<file path="config.mk">
export PLATFORM = sky130hd
export DESIGN_NAME = pipe_arb
export DESIGN_NICKNAME = d
export VERILOG_FILES = /design/src/rtl/pipe_arb.sv
export SDC_FILE = /design/constraint.sdc
export NUM_CORES = 1
export LEC_CHECK = 0
export ABC_AREA = 0
export CORE_MARGIN = 1.5
export CORE_UTILIZATION = 36
export CTS_BUF_LIST = sky130_fd_sc_hd__clkbuf_2 sky130_fd_sc_hd__clkbuf_4 sky130_fd_sc_hd__clkbuf_8
export DETAILED_ROUTE_END_ITERATION = 10
export HOLD_SLACK_MARGIN = 0.02
export PLACE_DENSITY_LB_ADDON = 0.15
export SKIP_LAST_GASP = 1
export SLEW_MARGIN = 10
export SYNTH_ARGS = -nofsm -noshare
export SYNTH_HDL_FRONTEND = slang
export SYNTH_SLANG_ARGS = --single-unit
</file>
<file path="constraint.sdc">
create_clock -name ck -period 1.85 [get_ports ck]
set_input_delay 0.4625 -clock ck [delete_from_list [all_inputs] [get_ports ck]]
set_output_delay 0.4625 -clock ck [all_outputs]
set_load 0.01 [all_outputs]
</file>
<file path="src/rtl/pipe_arb.sv">
// Single-issue arbiter feeding a shared fixed-latency datapath, with done strobes routed back to requesters.
// Define PIPE_ARB_FIXED_PRIO_EN for fixed priority (lowest index wins); the default build is round-robin.
module pipe_arb #(
  parameter int N_REQ   = 4,
  parameter int LATENCY = 4,
  parameter int SEL_W   = 2
) (
  input  logic             ck,
  input  logic             rst,
  input  logic [N_REQ-1:0] req,
  input  logic             hold,
  output logic [N_REQ-1:0] ack,
  output logic             dp_start,
  output logic [SEL_W-1:0] dp_sel,
  output logic [N_REQ-1:0] done,
  output logic             busy
);

  logic [N_REQ-1:0]             elig;
  logic                         gnt_vld;
  logic [SEL_W-1:0]             gnt_idx;
  logic [LATENCY:0]             vld_pipe;
  logic [LATENCY:0][SEL_W-1:0]  idx_pipe;

  // A requester acked this cycle is masked so a still-high req is not granted twice
  assign elig = req & ~ack & {N_REQ{~hold}};

`ifdef PIPE_ARB_FIXED_PRIO_EN
  always_comb begin
    gnt_vld = 1'b0;
    gnt_idx = '0;
    for (int i = N_REQ - 1; i >= 0; i--) begin
      if (elig[i]) begin
        gnt_vld = 1'b1;
        gnt_idx = SEL_W'(i);
      end
    end
  end
`else
  logic [SEL_W-1:0] last_gnt;

  // Descending scan: the smallest offset past last_gnt is written last and wins
  always_comb begin
    gnt_vld = 1'b0;
    gnt_idx = '0;
    for (int off = N_REQ; off >= 1; off--) begin
      if (elig[(int'(last_gnt) + off) % N_REQ]) begin
        gnt_vld = 1'b1;
        gnt_idx = SEL_W'((int'(last_gnt) + off) % N_REQ);
      end
    end
  end

  always_ff @(posedge ck or negedge rst) begin
    if (!rst)         last_gnt <= SEL_W'(N_REQ - 1);
    else if (gnt_vld) last_gnt <= gnt_idx;
  end
`endif

  // Stage 0 of the tag chain doubles as the dp_start/dp_sel issue register
  always_ff @(posedge ck or negedge rst) begin
    if (!rst) begin
      ack      <= '0;
      vld_pipe <= '0;
      idx_pipe <= '0;
    end else begin
      ack         <= gnt_vld ? (N_REQ'(1) << gnt_idx) : '0;
      vld_pipe    <= {vld_pipe[LATENCY-1:0], gnt_vld};
      idx_pipe[0] <= gnt_vld ? gnt_idx : idx_pipe[0];
      for (int j = 1; j <= LATENCY; j++) idx_pipe[j] <= idx_pipe[j-1];
    end
  end

  assign dp_start = vld_pipe[0];
  assign dp_sel   = idx_pipe[0];
  assign busy     = |vld_pipe[LATENCY-1:0];
  assign done     = vld_pipe[LATENCY] ? (N_REQ'(1) << idx_pipe[LATENCY]) : '0;

endmodule
</file>
### Yosys cells after proc, flatten, opt, wreduce, memory -nomap -nowiden

Cells that the tools add are included.

* register bits after elaboration: 21
* input bits: 7
* word-level logic and storage cells: 53

* add/sub/neg operators: 4
* order comparisons: 4
* shift operators: 2
* mux-type cells: 22
* bitwise gates (word level): 8
* reductions and logical operators: 5

Operator list (number)
* $lt 3x4->1 const B: 4
* $mux 1: 12
* $and 4x4->4: 2
* $bmux 1 s2: 4
* $mux 2: 4
* $mux 4: 2
* $reduce_or 2->1: 4
* $shl 1x2->4 const A: 2
* $add 2x1->2 const B: 2
* $add 2x2->2 const B: 2
* $and 1x1->1 const A: 4
* $not 4->4: 1
* $reduce_or 4->1: 1
* $not 1->1: 1

### Longest topological paths before layout

Gate-level depths: netlist of run 1.

* depth after elaboration: 12
* depth in mapped cells: 5
* gate-level depth less buffers: 4

### Worst setup path after synthesis of run 1

Ideal clock, no wire load.

* kind: flip-flop to output port
* start: register vld_pipe[0]
* end: output busy
* arrival: 963 ps
* required time: 1387 ps
* setup slack: 425 ps
* stages on the path, launching flop included: 2
* path through: dfrtp_1 or4_1

* word-level cells in the longest chain between the ends: 1

RTL lines
* from (decl): RTL line 22 `logic [LATENCY:0] vld_pipe;`
* from (signal assigned): RTL line 68 `vld_pipe <= {vld_pipe[LATENCY-1:0], gnt_vld};`
* $reduce_or 4->1: RTL line 76 `assign busy = |vld_pipe[LATENCY-1:0];`
* to (decl): RTL line 16 `output logic busy`

Every way passes these cells.

### Worst setup path in the final report of run 1

* start: register vld_pipe[2]
* end: output busy

The elaborated chain is that of the path after synthesis.

==> results_dict.tcl, run 1 <==
set metrics [dict create \
    drt_wl_total_um 1432 \
    crit_arrival_ns 1.35 \
    root_buffer "clkbuf_4" \
    clock_latency_ns 0.30 \
    crit_required_ns 1.39 \
    synth-simple-area-share_pct 21.66 \
    grt_max_degree 13 \
    hold_buffers 0 \
    critPathMaxStageDelay_ns 0.50 \
    synth_warnings 0 \
    relSlewSlack_pct 78.21 \
    synth_xor_area_share_pct 0 \
    diodes 0 \
    die_area_um2 2778 \
    vias 593 \
    max_freq_mhz 552.4 \
    dp_hpwl_um 1085 \
    critPathLaunchType "flop" \
    maxCapViolCount 0 \
    clock_path_buffers 2 \
    synth_compound_area_share_pct 13.78 \
    vdd_ir_drop_max_mv 0.6224 \
    wl_per_cell_um 11.74 \
    coreArea_um2 2276 \
    drive_gt1_share_pct 24.47 \
    critPathKind "reg2out" \
    postLayoutCellArea_um2 1151 \
    hold_viol 0 \
    ys_seq_area_share_pct 59.35 \
    slew_viol_final 0 \
    cp_max_fo 2 \
    cts_tree "done" \
    fin_skew_ns 0.005937 \
    muxShareOfSynthArea_pct 0 \
    ys.flop_type "dfrtp_1" \
    ys_ff_latch 21 \
    netlist_instances 69 \
    fin_setup_tns_ns 0 \
    rsz0062_at_grt "true" \
    synth_top_family_by_area "simple AND/OR/NAND/NOR gates" \
    area_delta_synth_final_pct 29.39 \
    initial_core_util_pct 39.09 \
    cts_sinks 21 \
    synthTopCellsByCount "dfrtp_1, a21oi_1, inv_1, nor2_1, nand2b_1" \
    synth_edf_count 0 \
    power_density_nw_per_um2 981.4 \
    rows 17 \
    track_usage_pct 13.22 \
    min_period_ns 1.810 \
    syn_area_per_cell_um2 12.89 \
    yosysMostFrequentCell "dfrtp_1" \
    path_cells "or4_1 > buf_2" \
    async_flop_share_pct 100.0 \
    grt_pass1_wl_um 2656 \
    htree_levels 1 \
    synth_top_area_share_pct 53.45 \
    synthAdderAreaFrac_pct 0 \
    num_io_pins 19 \
    clk_pin_slew_ns 0.12 \
    ys_top_cells_by_area "dfrtp_1, dfstp_2, nor4b_4" \
    numCtsBuffers 3 \
    yosys.cell_types.count 34 \
    place_congestion 0.7527 \
    tightest_slew_ns 0.3258 \
    hold_path_class "reg2reg" \
    die_width_um 52.71 \
    fin_nets 102 \
    fp.dieH_um 52.71 \
    overflow 0 \
    first_pass_iters 4 \
    grt_antenna_before_repair 0 \
    slowest_stage "or4_1" \
    critPathCaptureType "primary output" \
    drc_errors 0 \
    vias_per_cell 4.861 \
    status "finished clean" \
    leakagePower_nw 0.5336 \
    synth_top_area_cell "dfrtp_1" \
    grt_pass1_vias 570 \
    drt_iter0_drc 8 \
    final-setup-viol-count 0 \
    hold_ws_ns 0.3599 \
    period_share_pct 97.85 \
    syn_area_um2 889.6 \
    port-buffer-count 18 \
    place_area_um2 1119 \
    syn_nets 76 \
    ant_nets 0 \
]
path summary, 6_finish.rpt:
| path | end | start | depth (start not counted) | slack (ns) |
|---|---|---|---|---|
| worst min-delay path | idx_pipe[6] | idx_pipe[4] | 0 | 0.36 |
| worst min register to register | idx_pipe[6] | idx_pipe[4] | 0 | 0.36 |
| worst max register to register | ack[0] | last_gnt[1] | 4 | 0.51 |
| min in group asynchronous | idx_pipe[6] | rst | 1 | 0.41 |
| worst max-delay path | busy | vld_pipe[2] | 2 | 0.04 |
| max in group asynchronous | idx_pipe[9] | rst | 2 | 1.03 |
report_power, final:
group	total, mW	switching (mW)	internal [mW]
sequential	0.624	0.0678	0.556
clock	0.220	0.140	0.0806
combinational	0.285	0.125	0.161
total	1.13	0.332	0.797
area by class of cell:
| class | count | area [um^2] |
|---|---|---|
| Multi-Input combinational cell | 40 | 315.3 |
| Clock buffer | 3 | 22.52 |
| Sequential cell | 21 | 528.0 |
| Timing Repair Buffer | 25 | 230.2 |
| Clock inverter | 1 | 5.005 |
| Tap cell | 28 | 35.03 |
| Fill cell | 207 | 1125 |
| Inverter | 4 | 15.01 |
critical path: cells and delay by family (launching register included):
family | cells | cell delay, ns
buf+inv | 1 | 0.15
simple gates | 1 | 0.50
flops | 1 | 0.39
logic make-up (layout without fill, tap and decap cells):
kind of cell | count (synthesis) | count (layout)
AOI/OAI and AO/OA | 15 | 15
DFF | 21 | 21
buffers and inverters | 8 | 33
and+or+nand+nor | 25 | 25
metal layers:
layer | global-route usage (%) | vias to the layer above | share of wire [%]
li1 | - | 293 | -
met1 | 18.55 | 278 | 51
met2 | 18.96 | 22 | 43
met3 | 3.143 | 0 | 6.3
met4 | 6.410 | 0 | 0
met5 | 0 | - | 0
sequential cells by signal (all words and copies together) (netlist names):
signal and cells:
idx_pipe 8, vld_pipe 5, ack 4, dp_sel 2
last_gnt 2
what timing repair did:
action	4_1_cts	5_1_grt
pin swaps	0	1
gates resized for setup	4	4
endpoints found under the setup margin	3	3
setup buffers	0	1
layout by cell type, fill, tap and decap left out:
cell	count
dfrtp_1	19
clkdlybuf4s50_1	13
buf_4	7
a21oi_1	4
inv_1	4
nor2_1	4
nand2b_1	3
clkbuf_4	3
nand2_1	2
nand3b_1	2
o21a_1	2
o21ai_0	2
dfstp_2	2
dlygate4sd2_1	2
dlymetal6s2s_1	2
nand2b_4	1
and2_4	1
a31oi_4	1
and2b_4	1
nor2b_1	1
nor4b_4	1
a32oi_1	1
o211ai_2	1
nor2b_2	1
a211o_1	1
o2111ai_1	1
nand3_2	1
a311oi_1	1
nor3_1	1
nor2b_4	1
and3b_1	1
nor3b_1	1
and3_1	1
a41oi_1	1
nor4_1	1
or4_1	1
clkinv_2	1
buf_2	1
stage by stage:
stage                     setup slack (ns)  instances  total power, mW  util [%]
after floorplan                     0.4248         69           0.8030         -
after global placement             0.02501        117           0.9250     49.15
final                              0.03982        122            1.130     50.58
after CTS                         -0.06926        121            1.141     50.25
after detailed placement           0.02727        117           0.9257     49.15
after global routing            -0.0007275        122            1.208     50.58
(Power assumes the default switching activity.)
==> run 2, diff against run 1 <==
- REMOVE_ABC_BUFFERS: default -> 1
- clock period: 1.85 -> 1.8 ns (I/O delays scaled with it)
==> results_dict.tcl, run 2 (synthesis results as in run 1) <==
set metrics [dict create \
    critPathKind "reg2out" \
    cp_max_fo 2 \
    cts_sinks 21 \
    hold_ws_ns 0.3559 \
    numCtsBuffers 3 \
    mostFrequentLayoutCell "dfrtp_1" \
    fp.dieH_um 52.71 \
    vdd_ir_drop_max_mv 0.7036 \
    first_pass_iters 4 \
    relSlewSlack_pct 80.50 \
    drive_gt1_share_pct 26.32 \
    largest_register "idx_pipe" \
    fin_nets 103 \
    largest_reg_flops 8 \
    max_freq_mhz 562.5 \
    p_total_mw 1.176 \
    slowest_stage "or4_1" \
    place_ws_ns -0.01355 \
    num_io_pins 19 \
    drt_iter0_drc 12 \
    critPathCaptureType "primary output" \
    die_width_um 52.71 \
    track_usage_pct 12.02 \
    top_regs "idx_pipe x8, vld_pipe x5, ack x4" \
    status "finished clean" \
    vias 587 \
    port-buffer-count 18 \
    crit_arrival_ns 1.33 \
    critPathMaxStageDelay_ns 0.51 \
    grt_pass1_vias 526 \
    die_area_um2 2778 \
    critPathLaunchType "flop" \
    wl_per_cell_um 11.78 \
    place_congestion 0.7777 \
    fin_skew_ns 0.003940 \
    r2r_cells 4 \
    dp_hpwl_um 1061 \
    cts_tree "done" \
    area_delta_synth_final_pct 29.25 \
    initial_core_util_pct 39.09 \
    slew_viol_final 0 \
    postLayoutCellArea_um2 1150 \
    coreArea_um2 2276 \
    period_share_pct 98.76 \
    hold_path_class "reg2reg" \
    diodes 0 \
    drt_wl_total_um 1449 \
    layout_common_cells "dfrtp_1, clkdlybuf4s50_1, buf_4" \
    htree_levels 1 \
    crit_required_ns 1.35 \
    overflow 0 \
    leakagePower_nw 0.5127 \
    ant_nets 0 \
    clk_pin_slew_ns 0.11 \
    drc_errors 0 \
    place_area_um2 1111 \
    finalWorstSetupSlack_ns 0.02224 \
    maxCapViolCount 0 \
    grt_antenna_before_repair 0 \
    rows 17 \
    clock_latency_ns 0.29 \
    fin_util_pct 50.52 \
    rsz0062_at_grt "true" \
    grt_pass1_wl_um 2352 \
    root_buffer "clkbuf_4" \
    min_period_ns 1.778 \
    power_density_nw_per_um2 1023 \
    clock_path_buffers 2 \
    grt_max_degree 22 \
    hold_buffers 0 \
    min_path_cells 0 \
    final-setup-viol-count 0 \
    path_cells "or4_1 > clkbuf_2" \
    tightest_slew_ns 0.2898 \
    vias_per_cell 4.772 \
    hold_viol 0 \
]
[run 2: final timing paths]
check	slack [ns]	startpoint	endpoint
min in group asynchronous	0.48	rst	vld_pipe[3]
min reg2reg	0.36	idx_pipe[2]	idx_pipe[4]
max in group asynchronous	1.06	rst	last_gnt[1]
max	0.02	vld_pipe[1]	busy
max reg2reg	0.46	last_gnt[0]	ack[3]
min	0.36	idx_pipe[2]	idx_pipe[4]
[run 2: layer usage]
layer / routed length, um / global-route usage (%) / part of all wire, % / vias up
met5: 0 / 0 / 0 / -
li1: - / - / - / 296
met4: 21 / 5.128 / 1.4 / 0
met2: 610 / 16.88 / 42 / 16
met3: 69 / 3.429 / 4.8 / 2
met1: 748 / 17.12 / 52 / 273
[run 2: timing repair]
action | in CTS | in global routing
setup endpoints to repair | 5 | 2
resized for setup | 5 | 5
setup buffers | 3 | 0
gates cloned | 0 | 0
[run 2: final cells by class]
class	instances	area, um^2
Fill cell	222	1126
Sequential cell	21	528.0
Multi-Input combinational cell	40	315.3
Timing Repair Buffer	26	226.5
Tap cell	28	35.03
Clock buffer	4	30.03
Inverter	4	15.01
[run 2: through the flow]
step | TNS [ns] | cells
final | 0 | 123
after global routing | -0.04395 | 123
after CTS | -0.1393 | 123
after detailed placement | -0.01355 | 116
after global placement | -0.03147 | 116
after floorplan | 0 | 65
[run 2: worst max-delay path: cells and delay by family, from the launching register on]
kind,cells,cell delay (ns)
and+or+nand+nor,1,0.51
DFF,1,0.39
buffers and inverters,1,0.14
[run 2: report_power, final]
part	switching [mW]	internal [mW]	leakage, nW	total (mW)
Combinational	0.133	0.174	0.245	0.306
Clock	0.130	0.101	0.0184	0.232
Sequential	0.0669	0.571	0.249	0.638
Total	0.330	0.846	0.513	1.18
